File: src/rtl/child_bist_if.sv
// Pin bundle between the child_bist sequencer (master) and the logic cell / test harness (slave).
// start is a level sampled only while the sequencer is idle; done is a one-cycle completion pulse with the sweep results held afterwards.
interface child_bist_if #(
    parameter int ERR_W = 4
);
    logic             start;
    logic             a;
    logic             b;
    logic             c;
    logic             result;
    logic             busy;
    logic             done;
    logic             pass;
    logic [ERR_W-1:0] err_cnt;
    logic             fail_valid;
    logic [2:0]       fail_vec;

    modport master (
        input  start, result,
        output a, b, c, busy, done, pass, err_cnt, fail_valid, fail_vec
    );

    modport slave (
        output start, result,
        input  a, b, c, busy, done, pass, err_cnt, fail_valid, fail_vec
    );
endinterface

File: src/rtl/child_bist.sv
// Self-test sequencer for the a & (b | c) cell: sweeps all 8 vectors, samples result
// SETTLE cycles after each one and reports error count, first failing vector and pass flag.
module child_bist #(
    parameter int SETTLE = 1,
    parameter int ERR_W  = 4
) (
    input  logic              clk,
    input  logic              rst,
    child_bist_if.master      bus,
    output logic [1:0]        dbg_state
);
    typedef enum logic [1:0] {
        IDLE = 2'd0,
        RUN  = 2'd1,
        DONE = 2'd2
    } state_t;

    state_t           state;
    logic [2:0]       vec;
    logic [3:0]       settle_cnt;
    logic [2:0]       abc;
    logic             busy;
    logic             done;
    logic             pass;
    logic [ERR_W-1:0] err_cnt;
    logic             fail_valid;
    logic [2:0]       fail_vec;

    logic             exp_bit;
    logic             mismatch;
    logic             sample_now;
    logic [ERR_W-1:0] err_next;

    // err_next already includes the compare made this cycle, so pass can be taken from it on entry to DONE.
    always_comb begin
        exp_bit    = vec[2] & (vec[1] | vec[0]);
        mismatch   = bus.result ^ exp_bit;
        sample_now = (settle_cnt == 4'(SETTLE));
        err_next   = err_cnt;
        if (mismatch && (err_cnt != {ERR_W{1'b1}}))
            err_next = err_cnt + ERR_W'(1);
    end

    always_ff @(posedge clk or posedge rst) begin
        if (rst) begin
            state      <= IDLE;
            vec        <= 3'd0;
            settle_cnt <= 4'd0;
            abc        <= 3'd0;
            busy       <= 1'b0;
            done       <= 1'b0;
            pass       <= 1'b0;
            err_cnt    <= '0;
            fail_valid <= 1'b0;
            fail_vec   <= 3'd0;
        end else begin
            case (state)
                IDLE: begin
                    done <= 1'b0;
                    abc  <= 3'd0;
                    if (bus.start) begin
                        err_cnt    <= '0;
                        fail_valid <= 1'b0;
                        fail_vec   <= 3'd0;
                        pass       <= 1'b0;
                        vec        <= 3'd0;
                        settle_cnt <= 4'd1;
                        busy       <= 1'b1;
                        state      <= RUN;
                    end
                end
                RUN: begin
                    if (!sample_now) begin
                        settle_cnt <= settle_cnt + 4'd1;
                    end else begin
                        err_cnt <= err_next;
                        if (mismatch && !fail_valid) begin
                            fail_valid <= 1'b1;
                            fail_vec   <= vec;
                        end
                        if (vec == 3'd7) begin
                            abc   <= 3'd0;
                            busy  <= 1'b0;
                            done  <= 1'b1;
                            pass  <= (err_next == '0);
                            state <= DONE;
                        end else begin
                            vec        <= vec + 3'd1;
                            abc        <= vec + 3'd1;
                            settle_cnt <= 4'd1;
                        end
                    end
                end
                DONE: begin
                    done  <= 1'b0;
                    state <= IDLE;
                end
                default: begin
                    abc   <= 3'd0;
                    busy  <= 1'b0;
                    done  <= 1'b0;
                    state <= IDLE;
                end
            endcase
        end
    end

    assign bus.a          = abc[2];
    assign bus.b          = abc[1];
    assign bus.c          = abc[0];
    assign bus.busy       = busy;
    assign bus.done       = done;
    assign bus.pass       = pass;
    assign bus.err_cnt    = err_cnt;
    assign bus.fail_valid = fail_valid;
    assign bus.fail_vec   = fail_vec;
    assign dbg_state      = state;
endmodule

File: src/flat_wrapper.sv
// flat-port wrapper written by rule: the top's interface ports become plain ports
module child_bist_flat 
#(
    parameter int SETTLE = 1,
    parameter int ERR_W  = 4
)
  (clk, rst, dbg_state, bus_start, bus_result, bus_a, bus_b, bus_c, bus_busy, bus_done, bus_pass, bus_err_cnt, bus_fail_valid, bus_fail_vec);
  child_bist_if #(.ERR_W(ERR_W)) bus_i ();
  input  logic clk;
  input  logic rst;
  output logic [1:0] dbg_state;
  input wire logic [$bits(bus_i.start)-1:0] bus_start;
  input wire logic [$bits(bus_i.result)-1:0] bus_result;
  output wire logic [$bits(bus_i.a)-1:0] bus_a;
  output wire logic [$bits(bus_i.b)-1:0] bus_b;
  output wire logic [$bits(bus_i.c)-1:0] bus_c;
  output wire logic [$bits(bus_i.busy)-1:0] bus_busy;
  output wire logic [$bits(bus_i.done)-1:0] bus_done;
  output wire logic [$bits(bus_i.pass)-1:0] bus_pass;
  output wire logic [$bits(bus_i.err_cnt)-1:0] bus_err_cnt;
  output wire logic [$bits(bus_i.fail_valid)-1:0] bus_fail_valid;
  output wire logic [$bits(bus_i.fail_vec)-1:0] bus_fail_vec;
  assign bus_i.start = bus_start;
  assign bus_i.result = bus_result;
  assign bus_a = bus_i.a;
  assign bus_b = bus_i.b;
  assign bus_c = bus_i.c;
  assign bus_busy = bus_i.busy;
  assign bus_done = bus_i.done;
  assign bus_pass = bus_i.pass;
  assign bus_err_cnt = bus_i.err_cnt;
  assign bus_fail_valid = bus_i.fail_valid;
  assign bus_fail_vec = bus_i.fail_vec;
  child_bist #(.SETTLE(SETTLE), .ERR_W(ERR_W)) u_core (.clk(clk), .rst(rst), .bus(bus_i), .dbg_state(dbg_state));
endmodule
File: config.mk
export PLATFORM = sky130hd
export DESIGN_NAME = child_bist_flat
export DESIGN_NICKNAME = d
export VERILOG_FILES = /design/src/rtl/child_bist_if.sv /design/src/rtl/child_bist.sv /design/src/flat_wrapper.sv
export SDC_FILE = /design/constraint.sdc
export NUM_CORES = 1
export LEC_CHECK = 0
export ABC_AREA = 1
export BUFFER_PORTS_ARGS = -buffer_cell sky130_fd_sc_hd__buf_2
export CORE_AREA = 4 4 95 52
export CTS_CLUSTER_DIAMETER = 200
export DETAILED_ROUTE_END_ITERATION = 7
export DIE_AREA = 0 0 99 56
export GPL_ROUTABILITY_DRIVEN = 0
export PLACE_DENSITY = 0.5
export REMOVE_ABC_BUFFERS = 1
export SYNTH_ARGS = -nofsm -noshare
export SYNTH_HDL_FRONTEND = slang
export SYNTH_SLANG_ARGS = --single-unit
File: constraint.sdc
create_clock -name clk -period 2.5 [get_ports clk]
set_input_delay 0 -clock clk [delete_from_list [all_inputs] [get_ports clk]]
set_output_delay 0 -clock clk [all_outputs]
set_load 0.01 [all_outputs]
[Word level (Yosys, flattened, before mapping)]
Index checks and enable logic that the tools add are counted.
Cells by class
  $add $sub $neg: 3
  eq/ne operators: 11
  mux-type cells: 36
  bitwise gates (word level): 4
  reductions and logical operators: 15
Operators by type and width (count)
  $mux 4: 6
  $mux 3: 7
  $pmux 3 s2: 3
  $pmux 4 s2: 2
  $reduce_and 4->1: 4
  $mux 1: 11
  $reduce_and 3->1: 3
  $add 4x1->4 const B: 2
  $mux 2: 3
  $ne 2x1->1 const B: 3
  $eq 4x1->1 const B: 1
  $logic_not 4->1: 1
  $ne 2x2->1 const B: 2
  $ne 4x4->1 const B: 1
  $pmux 1 s2: 2
  $pmux 2 s2: 1
  $reduce_and 2->1: 2
  $add 3x1->3 const B: 1
  $eq 3x3->1 const B: 1
  $ne 3x3->1 const B: 1
  $pmux 1 s3: 1
  $eq 2x1->1 const B: 1
  $eq 2x2->1 const B: 1
  $logic_and 1x1->1: 2
  other kinds (7): 7
Word-level totals
  register bits: 23
  input port bits: 4
  output and inout bits: 16
  word-level logic and storage cells: 79

[Depth between registers and ports, before layout]
  depth after elaboration: 9
  mapped depth: 11
  gate-level depth less buffers: 11

[Worst setup path after synthesis]
No wires, ideal clock.
  path type: flip-flop to flip-flop
  start point: register u_core.vec[0]
  end point: register u_core.err_cnt[3], in the netlist u_core.bus.err_cnt[3]
  library setup time: 0.128 ns
  arrival: 1.227 ns
  slack: 1.144 ns
  stages on the path, launching flop included: 10
  buffers on the path: 0
  clock period less this slack: 1.356 ns
  cell sequence: dfrtp_1 -> inv_1 -> ha_1 -> inv_1 -> nand3_1 -> nand3_2 -> nand2_1 -> inv_1 -> nor2_1 -> o22ai_1
Between the ends
  word-level cells in the longest chain between the ends: 7
RTL lines
  from (decl): line child_bist.sv:19  | logic [2:0] vec;
  from (signal assigned): line child_bist.sv:88  | vec <= vec + 3'd1;
  $or 1x1->1: line child_bist.sv:36  | exp_bit = vec[2] & (vec[1] | vec[0]);
  $and 1x1->1: line child_bist.sv:36
  $xor 1x1->1: line child_bist.sv:37  | mismatch = bus.result ^ exp_bit;
  $logic_and 1x1->1: line child_bist.sv:40  | if (mismatch && (err_cnt != {ERR_W{1'b1}}))
  $mux 4: line child_bist.sv:40
  $mux 4: line child_bist.sv:73  | if (!sample_now) begin
  $pmux 4 s2: line child_bist.sv:57  | case (state)
  to (signal assigned): line child_bist.sv:76  | err_cnt <= err_next;
  to (decl): line child_bist.sv:25  | logic [ERR_W-1:0] err_cnt;
Every way passes these cells. The select of a mux whose other input is x is not followed.
A chain may end at the register's enable or synchronous reset.

[Final worst setup path]
  start point: register u_core.settle_cnt[0]
  end point: register u_core.abc[2]
Between the ends
  word-level cells in the longest chain between the ends: 3
RTL lines
  from (decl): line child_bist.sv:20  | logic [3:0] settle_cnt;
  from (signal assigned): line child_bist.sv:74  | settle_cnt <= settle_cnt + 4'd1;
  $eq 4x1->1: line child_bist.sv:38  | sample_now = (settle_cnt == 4'(SETTLE));
  $ne 2x1->1 (no line)
  $reduce_and 2->1 (no line)
  to (signal assigned): line child_bist.sv:89  | abc <= vec + 3'd1;
  to (decl): line child_bist.sv:21  | logic [2:0] abc;
Every way passes these cells.

==> metrics.csv <==
metric,value,unit
status,"complete, no violations",
drt_iter0_markers,33,
synth_seq_cells,23,
clk_pin_slew_worst_paths,0.09,ns
worst_slack,0.889,ns
pwr-share-clk,15.8,%
cts_buffers,3,
syn2layout_area_growth,17.8,%
hp-class,input port to flip-flop,
r2r_start,u_core.settle_cnt[0],
ys_warn_count,0,
overflow,0,
synth_edf_count,0,
root_buffer,clkbuf_8,
seq_area,576,µm²
cts_max_level,1,
slew_viol_final,0,
grt_antenna_before_repair,0,
p_leak,0.771,nW
critPathKind,flip-flop to flip-flop,
min-delay-start,bus_start,
instances_no_fill,223,
cp-start-kind,flip-flop,
cts.repair.resized,0,
track_usage,10.1,%
nets,177,
synthesis.area,1210,µm²
yosys.cell_types.count,21,
core,4190,µm²
setup_tns,0,ns
rsz0062_at_grt,no,
max_freq,621,MHz
io_buffers,19,
hold_buffers,1,
reg2reg_to,u_core.abc[2],
syn_inst,143,
fp.dieW,99,µm
critPathRequiredTime,2.65,ns
io_pins,20,
power.density,1020,nW/µm²
synth_area_leaders,"dfrtp_1, nand2_1, ha_1, nand3_1, inv_1",
cts_setup_buffers,0,
synth_area_leader_cell,dfrtp_1,
grt_max_degree,24,
dp.cells,218,
rr_worst_depth,6,
antenna_cells,0,
synth_top_cell_area_share,47.5,%
start_util,28.9,%
max-cap-violations,0,
clock_skew,0.00837,ns
clock_path_buffers,2,
die_h,56,µm
synthArstFlopShare,100,%
vias,994,
finalCriticalPeriod,1.61,ns
multiInputGateArea,557,µm²
first_pass_iters,4,
hold_end,u_core.bus.busy,
grt_pass1_wl,4510,µm
vdd_ir_drop_max,353,µV
power.total,0.00145,W
slew_headroom,41.5,%
r2r_setup_slack,0.89,ns
p_sw_share,44.2,%
ys.flop_type,dfrtp_1,
die_area,5540,µm²
vias_per_cell,4.46,
wl,2730,µm
drive_gt1_share,24.1,%
seq_power_share,39.3,%
crit_fanout,5,
fillers,445,
dpl.hpwl,2190,µm
end_kind,flip-flop,
arrival,1.76,ns
wl_per_cell,12.3,µm
drcViolationCount,0,
clk_latency,0.26,ns
pwr-share-comb,44.9,%
p_int,0.000808,W
cts_tree,built,
setup.worst_path.start,u_core.settle_cnt[0],
worstMarginPinSlew,0.876,ns
row_count,17,
fin_crit_sh,64.4,%
finalHoldViolations,0,
p_sw,0.000641,W
ant_nets,0,
setup_viol,0,
clkSinkCount,23,
pre_cts_ws,0.915,ns
synth_seq_area_share,47.5,%
grt_pass1_vias,917,
fin_util,34.0,%
whs_path_depth,3,
syn-mean-instance-area,8.47,µm²
## flip-flops by register name, summed over array words and instances, names as in the netlist
name / flops
u_core.bus.fail_vec: 3
u_core.settle_cnt: 4
u_core.vec: 3
u_core.dbg_state: 2
u_core.bus.done: 1
u_core.bus.err_cnt: 4
u_core.bus.pass: 1
u_core.bus.busy: 1
u_core.bus.fail_valid: 1
u_core.abc: 3
## cell usage in the layout, fill, tap and decap left out, drive strengths merged
| cell type | count |
|---|---|
| a31oi | 1 |
| buf | 19 |
| clkbuf | 3 |
| clkinv | 1 |
| dfrtp | 23 |
| dlygate4sd3 | 1 |
| ha | 6 |
| inv | 19 |
| nand2 | 50 |
| nand3 | 14 |
| nand3b | 1 |
| nand4 | 5 |
| nor2 | 8 |
| o21ai | 10 |
| o22ai | 3 |
| xor2 | 2 |
## critical path, stage by stage (launching register included)
cell,delay [ns]
dfrtp_1,0.46
ha_1,0.23
nand3_1,0.16
nand2_1,0.22
o21ai_0,0.25
nand2_1,0.10
o21ai_0,0.08
## cells in the mapped netlist, types with 3 or more instances
cell	count
dfrtp_1	23
nand2_4	3
o21ai_0	7
nand2_2	5
ha_1	6
nand3_1	12
inv_2	3
nand2_1	42
nand4_1	5
o22ai_1	3
inv_1	16
nor2_1	6
## layout make-up
cell class	count	share of cell area [%]
Multi-Input combinational cell	100	39.0
Clock buffer	3	2.89
Tap cell	57	5.00
Inverter	19	5.00
Sequential cell	23	40.4
Timing Repair Buffer	20	7.37
Clock inverter	1	0.351
## metal layers
metal  global-route usage, %  vias to the layer above  part of all wire, %
met2                    13.1                       17                   38
met3                    3.88                        0                  4.9
met5                       0                        -                    0
li1                        -                      507                    -
met4                    1.17                        0                    0
met1                    15.8                      470                   57
## worst max-delay path by stage
stage          slack (ns)                     to  cells after the start
2_1_floorplan        1.14  u_core.bus.err_cnt[3]                      9
3_3_place_gp         0.89  u_core.bus.err_cnt[3]                      9
3_5_place_dp         0.92          u_core.abc[2]                      7
4_1_cts              0.89          u_core.abc[2]                      7
5_1_grt              0.69        u_core.bus.pass                     10
6_report             0.89          u_core.abc[2]                      6
## metrics by stage
step	hold WS (ns)	cell area [µm²]
after floorplan	0.00192	1200
after global placement	0.221	1370
after detailed placement	0.227	1370
after CTS	0.126	1430
after global routing	0.160	1430
final	0.130	1430
## cell families after synthesis
family	after synthesis	share of synthesized area, %
simple gates	78	31.5
flops	23	47.5
buf+inv	20	6.51
compound gates	14	6.82
fa+ha+maj	6	6.20
xor+xnor	2	1.45
## power groups by stage
stage | Clock [W] | Combinational (W) | Sequential (W)
floorplan | 0 | 0.000409 | 0.000602
global placement | 0 | 0.000647 | 0.000574
detailed placement | 0 | 0.000658 | 0.000579
CTS | 0.000238 | 0.000662 | 0.000572
global route | 0.000256 | 0.000745 | 0.000589
finish | 0.000230 | 0.000651 | 0.000569
No activity file was read; power rests on OpenSTA's default activity.
